`config.mk`:
```
export PLATFORM = sky130hd
export DESIGN_NAME = fetch_stall_ctrl
export DESIGN_NICKNAME = d
export VERILOG_FILES = /design/src/rtl/fetch_stall_ctrl.sv
export SDC_FILE = /design/constraint.sdc
export NUM_CORES = 1
export LEC_CHECK = 0
export BUFFER_PORTS_ARGS = -buffer_cell sky130_fd_sc_hd__buf_2
export CAP_MARGIN = 10
export CORE_MARGIN = 1.5
export CORE_UTILIZATION = 35
export CTS_BUF_LIST = sky130_fd_sc_hd__clkbuf_16
export DETAILED_ROUTE_END_ITERATION = 12
export MAX_ROUTING_LAYER = met4
export SYNTH_ARGS = -nofsm -noshare
export SYNTH_HDL_FRONTEND = slang
export SYNTH_SLANG_ARGS = --single-unit
export TNS_END_PERCENT = 100
```
`constraint.sdc`:
```
create_clock -name clk -period 3.7 [get_ports clk]
set_input_delay 0.74 -clock clk [delete_from_list [all_inputs] [get_ports clk]]
set_output_delay 0.74 -clock clk [all_outputs]
set_load 0.02 [all_outputs]
```
`src/rtl/fetch_stall_ctrl.sv`:
```
// fetch_stall_ctrl: decides when the fetch/decode front end of the pipeline
// must stall. Stalls come from register read-after-write hazards (Tuse/Tnew)
// and from the iterative multiply/divide unit being busy.
//
// Ports:
//   clk, reset               clock; asynchronous active-high reset
//   d_rs, d_rt               source registers of the instruction in D
//   d_rs_tuse, d_rt_tuse     cycles until D needs rs/rt (3 = operand unused)
//   d_md_use                 D instruction uses the mult/div unit
//   e_wa, m_wa               destination registers in E / M (0 = no write)
//   e_tnew, m_tnew           cycles until the E / M result is ready
//   e_md_start, e_md_op      mult/div starts in E (op: 0 = mult, 1 = div)
//   pc_en, fd_en             PC and F/D write enables (combinational)
//   de_flush                 bubble into D/E (combinational)
//   md_busy                  mult/div unit busy (registered)
//   stall_cnt                saturating count of stalled cycles (registered)
module fetch_stall_ctrl #(
  parameter int unsigned MULT_CYC = 5,
  parameter int unsigned DIV_CYC  = 10
) (
  input  logic        clk,
  input  logic        reset,
  input  logic [4:0]  d_rs,
  input  logic [4:0]  d_rt,
  input  logic [1:0]  d_rs_tuse,
  input  logic [1:0]  d_rt_tuse,
  input  logic        d_md_use,
  input  logic [4:0]  e_wa,
  input  logic [4:0]  m_wa,
  input  logic [1:0]  e_tnew,
  input  logic [1:0]  m_tnew,
  input  logic        e_md_start,
  input  logic        e_md_op,
  output logic        pc_en,
  output logic        fd_en,
  output logic        de_flush,
  output logic        md_busy,
  output logic [31:0] stall_cnt
);

  localparam int unsigned CNT_W  = 4;
  localparam int unsigned SCNT_W = 32;
  localparam logic [1:0]  TUSE_NONE = 2'd3;

  logic [CNT_W-1:0]  md_cnt;
  logic [CNT_W-1:0]  md_cnt_nxt;
  logic [SCNT_W-1:0] stall_cnt_nxt;
  logic              rs_haz;
  logic              rt_haz;
  logic              md_haz;
  logic              stall;

  // Register RAW hazards: a producer whose result arrives later than the
  // consumer needs it. r0 never hazards; Tuse=3 can never be exceeded.
  always_comb begin
    rs_haz = 1'b0;
    rt_haz = 1'b0;
    if ((d_rs != 5'd0) && (d_rs_tuse != TUSE_NONE)) begin
      rs_haz = ((d_rs == e_wa) && (e_tnew > d_rs_tuse)) ||
               ((d_rs == m_wa) && (m_tnew > d_rs_tuse));
    end
    if ((d_rt != 5'd0) && (d_rt_tuse != TUSE_NONE)) begin
      rt_haz = ((d_rt == e_wa) && (e_tnew > d_rt_tuse)) ||
               ((d_rt == m_wa) && (m_tnew > d_rt_tuse));
    end
  end

  // Mult/div terms are masked while reset is held.
  always_comb begin
    md_haz = d_md_use && (e_md_start || md_busy) && !reset;
    stall  = rs_haz || rt_haz || md_haz;
  end

  assign pc_en    = ~stall;
  assign fd_en    = ~stall;
  assign de_flush = stall;

  // Busy counter: a new start always reloads, otherwise count down to 0.
  always_comb begin
    md_cnt_nxt = md_cnt;
    if (e_md_start) begin
      md_cnt_nxt = e_md_op ? CNT_W'(DIV_CYC) : CNT_W'(MULT_CYC);
    end else if (md_cnt != '0) begin
      md_cnt_nxt = md_cnt - CNT_W'(1);
    end
  end

  // Saturating stall-cycle counter.
  always_comb begin
    stall_cnt_nxt = stall_cnt;
    if (stall && (stall_cnt != '1)) begin
      stall_cnt_nxt = stall_cnt + SCNT_W'(1);
    end
  end

  // State registers; md_busy mirrors the counter value after each edge.
  always_ff @(posedge clk or posedge reset) begin
    if (reset) begin
      md_cnt    <= '0;
      md_busy   <= 1'b0;
      stall_cnt <= '0;
    end else begin
      md_cnt    <= md_cnt_nxt;
      md_busy   <= (md_cnt_nxt != '0);
      stall_cnt <= stall_cnt_nxt;
    end
  end

endmodule

```
; ---- Word-level counts from Yosys, hierarchy flattened
; Index checks and enable logic that the tools add are counted.
[word_totals]
input_bits = 33
word_cells = 41
regBits = 37
[classes]
mux = 5
magnitude_cmp = 4
n_reduce_logical = 19
bitwise = 1
n_addsub = 2
eq_ne = 7
[ops]
columns = cell, count
row1 = "adder 32 x 1 -> 32 bit, second input constant", 1
row2 = "inequality test 32 bit, second input constant", 1
row3 = == test 5 bit, 4
row4 = two-way mux 4 bit, 3
row5 = nonzero test 5 bit, 2
row6 = logical AND 1 bit, 9
row7 = greater-than comparator 2 bit, 4
row8 = nonzero test 4 bit, 2
row9 = logical OR 1 bit, 5
row10 = "inequality test 2 bit, second input constant", 2
row11 = "subtractor 4 x 1 -> 4 bit, second input constant", 1
row12 = two-way mux 1 bit, 2
row13 = zero test 1 bit, 1
row14 = NOT 1 bit, 1

; ---- Longest topological paths before layout
; Gate-level depths: netlist (run 1).
[logic_depth]
depth_word = 7
depth_mapped = 12

; ---- Worst setup path before layout (run 1)
; No wires, ideal clock.
[synth_timing]
kind = input port to output port
startpoint = input reset
endpoint = output de_flush
t_arrival_ns = 2.395
stages = 6
required_time_ns = 2.960
slack_ns = 0.565
path_buffers = 2
path_cell_list = inv_1 -> o211ai_1 -> and3_1 -> buf_6 -> inv_1 -> buf_2
[synth_between]
elab_chain_cells = 3
[synth_rtl]
columns = item, line
row1 = from (decl), 22  ; input logic reset,
row2 = zero test 1 bit (no source line), n/a
row3 = logical AND 1 bit, 70  ; md_haz = d_md_use && (e_md_start || md_busy) && !reset;
row4 = logical OR 1 bit, 71  ; stall = rs_haz || rt_haz || md_haz;
row5 = to (decl), 36  ; output logic de_flush,
; Every way passes these cells.

; ---- Worst setup path after layout (run 1)
[layout_timing]
startpoint = input d_rt_tuse[1]
endpoint = output de_flush
[layout_between]
elab_chain_cells = 6
elab_cells_between_ends = 10
cone_classes = order compare: 2 / eq/ne: 1 / mux: 1 / reduce/logical: 6
[layout_rtl]
columns = item, line
row1 = from (decl), 26  ; input logic [1:0] d_rt_tuse,
row2 = "greater-than comparator 2 bit, on equally long branches", "63, 64"
row3 = "logical AND 1 bit, on equally long branches", "63, 64"
row4 = logical OR 1 bit, 63  ; rt_haz = ((d_rt == e_wa) && (e_tnew > d_rt_tuse)) ||
row5 = two-way mux 1 bit *, 62  ; if ((d_rt != 5'd0) && (d_rt_tuse != TUSE_NONE)) begin
row6 = logical OR 1 bit * (2 in a row), 71
; Mark *: on every way between the ends. The rest lies on a longest branch, timed or not.

==> results of run 1 <==
-- synth_stat cells, drive strengths merged --
library cell	number	area, µm²
xnor2	43	377
dfrtp	37	926
nand2	19	71.3
nand3	19	95.1
nand4	14	87.6
inv	12	45.0
ha	10	125
and3	8	50.1
nor3	8	45.0
or4	8	61.3
xor2	8	70.1
buf	7	43.8
nor2b	6	37.5
nor2	5	18.8
o21ai	5	25.0
a21oi	4	20.0
and4	4	35.0
nor4	4	25.0
or3	3	21.3
a2111oi	2	25.0
mux2	2	22.5
nand2b	2	12.5
o21a	2	15.0
o221ai	2	17.5
a21o	1	7.51
and2	1	6.26
o211ai	1	7.51
or4b	1	10.0
-- stage by stage --
step                instance area (µm²)  hold slack (ps)
floorplan                          2300              512
global placement                   2720              473
detailed placement                 2720              482
CTS                                2850              491
global route                       2850              509
finish                             2850              480
-- logic make-up (layout without fill, tap and decap cells) --
group           Yosys count  after routing
compound gates           17             17
flops                    37             37
fa+ha+maj                10             10
buf+inv                  19             90
mux                       2              2
xor+xnor                 51             51
simple gates            102            102
-- report_power, final --
part / internal (mW) / switching (mW) / total (mW)
clock: 0.240 / 0.149 / 0.389
sequential: 0.452 / 0.0563 / 0.508
combinational: 0.121 / 0.168 / 0.289
total: 0.814 / 0.373 / 1.19
-- routing by layer --
layer / wire (µm) / share of wire / track usage / vias to the layer above
met5: 0 / 0 / - / -
met4: 85 / 0.015 / 0.0611 / 0
met3: 259 / 0.047 / 0.0366 / 6
met2: 2600 / 0.47 / 0.262 / 51
met1: 2540 / 0.46 / 0.213 / 952
li1: - / - / - / 992
-- layout make-up --
| class | count | area (µm²) |
|---|---|---|
| clock buffer | 5 | 125 |
| clock inverter | 2 | 7.51 |
| fill | 608 | 3500 |
| inverter | 12 | 45.0 |
| multi-input combinational | 182 | 1290 |
| sequential | 37 | 926 |
| tap | 77 | 96.3 |
| timing repair buffer | 71 | 363 |
-- worst paths after layout --
kind / from / end / slack, ps / cells after the start
worst max-delay path: d_rt_tuse[1] / de_flush / 450 / 10
min in group asynchronous: reset / stall_cnt[25] / 590 / 3
worst max register to register: stall_cnt[16] / stall_cnt[9] / 1150 / 7
worst min register to register: stall_cnt[28] / stall_cnt[28] / 480 / 1
worst min-delay path: stall_cnt[28] / stall_cnt[28] / 480 / 1
max in group asynchronous: reset / md_cnt[1] / 2780 / 3
-- placed cells by master, fill, tap and decap left out, drive strengths merged, types with 3 or more instances in the layout --
cell type,count
clkbuf,5
ha,10
and4,4
buf,71
nor4,4
a21oi,4
dfrtp,37
or3,3
nand4,14
or4,8
and3,8
nand2,19
xnor2,43
nor2,5
nor3,8
xor2,8
nor2b,6
o21ai,5
inv,13
nand3,19
-- flip-flops by register name, indices dropped and copies added (netlist names) --
register / count
md_busy: 1
md_cnt: 4
stall_cnt: 32
==> impl_metrics.tcl, run 1 <==
set metrics [dict create \
    avgRoutedWirePerCell_um 14.2 \
    crit_arrival_ps 2510 \
    grt_pass1_wl_um 9300 \
    path_max_fanout 12 \
    area_growth_pct 23.8 \
    postSynthAreaPerCell_um2 9.68 \
    worst-endpoint-required_ps 2960 \
    ant_nets 0 \
    worst_slew_pin_slew_ps 589 \
    core-area_um2 6350 \
    cts_num_sinks 37 \
    criticalPathCategory "input port to primary output" \
    place_ws_ps 470 \
    drcViolationCount 0 \
    tns_ps 0 \
    critical_path_buf_inv_count 4 \
    finalCritPeriodShare 0.878 \
    drt_iter0_drc 134 \
    crit_slowest_cell "and3_1" \
    crit_path_end_kind "primary output" \
    io_buffers 68 \
    clk_pin_slew_ps 50 \
    cellPowerDensity_nw_per_um2 416 \
    outcome "completed" \
    finalHoldViolCount 0 \
    path_delay_family "simple AND/OR/NAND/NOR gates" \
    vias 2001 \
    numCtsBuffers 5 \
    worst_slack_ps 451 \
    dr.pass1.iters 4 \
    cts_tree "done" \
    layout-drive-gt1-share 0.269 \
    hold_class "flip-flop to flip-flop" \
    grt_overflow 0 \
    rows 29 \
    die_x_um 84.1 \
    dp_cells 379 \
    synthSimpleGateAreaFrac 0.250 \
    total_power_mw 1.19 \
    ys_seq_area_frac 0.402 \
    synth_xor_area_frac 0.194 \
    synth-compound-area-share 0.0511 \
    rsz0062_at_grt "no" \
    cts_root_buffer "clkbuf_16" \
    die_y_um 84.1 \
    post_cts.repair.setup_buffers 0 \
    slew_headroom 0.605 \
    initial_core_util 0.363 \
    routabilityCongestion 0.956 \
    grt_max_degree 38 \
    worst_skew_pair.late_latency_ps 280 \
    grt_pass1_vias 1984 \
    syn_area_um2 2300 \
    p_leak_nw 1.30 \
    synth-seq-cells 37 \
    finalCriticalPeriod_ps 3250 \
    fin_cells 386 \
    ctsHoldBuffers 0 \
    ir_drop_mv 0.317 \
    post-route-util 0.449 \
    critPathLaunchType "input port" \
    die_area_um2 7080 \
    io_pins 69 \
    place_hpwl_um 4200 \
    diodes 0 \
    clockBufferDepth 2 \
    cts_resized 0 \
    antenna_found_initial 0 \
    synthAdderAreaFrac 0.0543 \
    avgViaCountPerCell 5.18 \
    routed_wl_um 5490 \
    setup_viol 0 \
    yosysWarningCount 0 \
    max_freq_ghz 0.308 \
    max_stage_delay_ps 440 \
    htree_levels 2 \
    ys_types 34 \
    fin_nets 352 \
    cap_violations 0 \
    syn_inst 238 \
    muxShareOfSynthArea 0.00978 \
    skew_ps 7.22 \
    synthesis.nets 281 \
    path_cells "buf_2 -> inv_1 -> ha_1 -> nor2b_1 -> o21ai_0 -> a2111oi_2 -> o221ai_1 -> and3_1 -> inv_1 -> buf_2" \
    synth_top_family_by_area "simple AND/OR/NAND/NOR gates" \
    drv_slew 0 \
    gr-usage-all-layers 0.167 \
]
(Power assumes the default switching activity.)
==> run 2, diff against run 1 <==
Settings changed: ABC_AREA set to 1, CAP_MARGIN 10 to not set.
==> run 2 against run 1 <==
Against the previous run: global-route usage up 1.8 points; register-to-register slack better by 480 ps; clock power rose by 2%; power shrank 3.9%; synthesized cell count up 94%.
==> impl_metrics.tcl, run 2 <==
set metrics [dict create \
    ant_nets 0 \
    post-route-util 0.427 \
    ctsHoldBuffers 0 \
    top_register "stall_cnt" \
    diodes 0 \
    antenna_found_initial 0 \
    synth_top_family_by_area "simple AND/OR/NAND/NOR gates" \
    max_stage_delay_ps 300 \
    grt_pass1_vias 2870 \
    worst_slew_pin_slew_ps 506 \
    cts_tree "done" \
    rr_startpoint "stall_cnt[0]" \
    cellPowerDensity_nw_per_um2 325 \
    critPathLaunchType "input port" \
    post_cts.repair.setup_buffers 0 \
    tns_ps 0 \
    cts_resized 0 \
    synth_most_common_cell "nand2_1" \
    largestRegisters "stall_cnt: 32 flops, md_cnt: 4 flops, md_busy: 1 flops" \
    r2r-end "stall_cnt[22]" \
    hold_path_depth 2 \
    initial_core_util 0.361 \
    postSynthAreaPerCell_um2 6.43 \
    numCtsBuffers 5 \
    core-area_um2 8220 \
    synth_xor_area_frac 0.0885 \
    cap_violations 0 \
    setup_viol 0 \
    hold_end "stall_cnt[20]" \
    final_area_um2 3500 \
    synth_top_area_share 0.312 \
    met2_length_um 3630 \
    vias 3024 \
    routed.top_layer "met4" \
    synth-compound-area-share 0.0211 \
    layout_commonest_cell "nand2_1" \
    met3_length_um 296 \
    rows 33 \
    yosysWarningCount 0 \
    ys_seq_area_frac 0.312 \
    crit_path_end_kind "primary output" \
    drv_slew 0 \
    worst-endpoint-required_ps 2960 \
    routabilityCongestion 0.873 \
    synth_top_cell_by_area "dfrtp_1" \
    syn_area_um2 2970 \
    synthesis.nets 505 \
    avgViaCountPerCell 4.77 \
    min_from "stall_cnt[20]" \
    routed_wl_um 7630 \
    place_hpwl_um 5870 \
    htree_levels 2 \
    whs_ps 543 \
    skew_ps 5.69 \
    grt_overflow 0 \
    die_y_um 95.1 \
    grt_pass1_wl_um 12800 \
    clk_pin_slew_ps 50 \
    finalHoldViolCount 0 \
    path_cells "buf_2 -> inv_1 -> ha_1 -> nand2_1 -> nand3_1 -> nor2_1 -> nand3_1 -> nand2_1 -> nand2_1 -> nand3_1 -> inv_1 -> buf_2" \
    cts_root_buffer "clkbuf_16" \
    die_x_um 95.1 \
    muxShareOfSynthArea 0 \
    crit_slowest_cell "ha_1" \
    die_area_um2 9040 \
    synthArstFlopShare 1.00 \
    max_freq_ghz 0.369 \
    outcome "completed" \
    drt_iter0_drc 149 \
    fin_nets 572 \
    synth_area_leaders "dfrtp_1 31%, nand2_1 22%, inv_1 8.6%, nand3_1 8.3%, xor2_1 6.5%" \
    synthAdderAreaFrac 0.0421 \
    regArea_um2 926 \
    n_fill_cell 865 \
    criticalPathCategory "input port to primary output" \
    finalCriticalPeriod_ps 2710 \
    worst_r2r_path_depth 11 \
    rsz0062_at_grt "no" \
    layout-drive-gt1-share 0.155 \
    avgRoutedWirePerCell_um 12.0 \
    io_buffers 68 \
    synth_common_cells "175 x nand2_1, 68 x inv_1, 49 x nand3_1" \
    final_cell_mix "175 x nand2_1, 69 x inv_1, 68 x buf_2" \
    cts_num_sinks 37 \
    placed_area_um2 3370 \
    worst_skew_pair.late_latency_ps 280 \
    p_leak_nw 2.02 \
    ys_types 23 \
    largest_register_ffs 32 \
    area_growth_pct 18.0 \
    ys.flop_type "dfrtp_1" \
    dr.pass1.iters 4 \
    multi_input_area_um2 1700 \
    syn_inst 462 \
    synth-seq-cells 37 \
    drt-met1-wl_um 3610 \
    clockBufferDepth 2 \
    crit_arrival_ps 1970 \
    path_max_fanout 3 \
    r2r_slack_ps 1630 \
    grt_max_degree 39 \
    drcViolationCount 0 \
    total_power_mw 1.14 \
    io_pins 69 \
    finalCritPeriodShare 0.733 \
    gr-usage-all-layers 0.185 \
    ir_drop_mv 0.147 \
    synthSimpleGateAreaFrac 0.420 \
    synth_edf_count 0 \
    slew_headroom 0.662 \
    hold_class "flip-flop to flip-flop" \
]
## run 2: worst max-delay path, delay by kind of cell
| kind | cells | cell delay [ps] |
|---|---|---|
| fa+ha+maj | 1 | 300 |
| simple gates | 7 | 580 |
| buf+inv | 4 | 350 |
## run 2: report_power, final
part	switching (mW)	total [mW]	leakage [nW]	internal, mW
clock	0.154	0.395	0.0685	0.241
combinational	0.178	0.274	1.45	0.0959
sequential	0.0353	0.471	0.498	0.436
## run 2: cells by family (layout without fill, tap and decap cells)
| kind of cell | after synthesis | in the layout |
|---|---|---|
| xor+xnor | 30 | 30 |
| flops | 37 | 37 |
| compound gates | 11 | 11 |
| simple gates | 295 | 295 |
| fa+ha+maj | 10 | 10 |
| buf+inv | 79 | 146 |
## run 2: layout make-up
| class | instances | share of cell area |
|---|---|---|
| inverters | 68 | 0.0728 |
| repair buffers | 71 | 0.104 |
| well taps | 105 | 0.0375 |
| clock buffers | 5 | 0.0357 |
| clock inverters | 2 | 0.00214 |
| multi-input cells | 346 | 0.484 |
| flip-flops and latches | 37 | 0.264 |
## run 2: metal layers
layer,GRT usage,vias to the layer above
li1,-,1562
met1,0.227,1391
met2,0.319,62
met3,0.0223,9
met4,0.0522,0
met5,-,-
## run 2: how the worst max path moves through the flow
stage                      start            end  slack (ps)  cells after the start
floorplan                  reset          pc_en         450                      6
global route        d_rt_tuse[1]  stall_cnt[10]         770                     14
finish              d_rt_tuse[1]          pc_en         990                     12
CTS                 d_rs_tuse[1]          pc_en         970                     14
detailed placement  d_rs_tuse[1]   stall_cnt[0]         740                     16
global placement    d_rs_tuse[1]   stall_cnt[2]         820                     16
## run 2: per-stage QoR
step	setup slack, ps	instances
2_1_floorplan	454	462
3_3_place_gp	817	627
3_5_place_dp	739	627
4_1_cts	972	634
5_1_grt	766	634
6_report	988	634
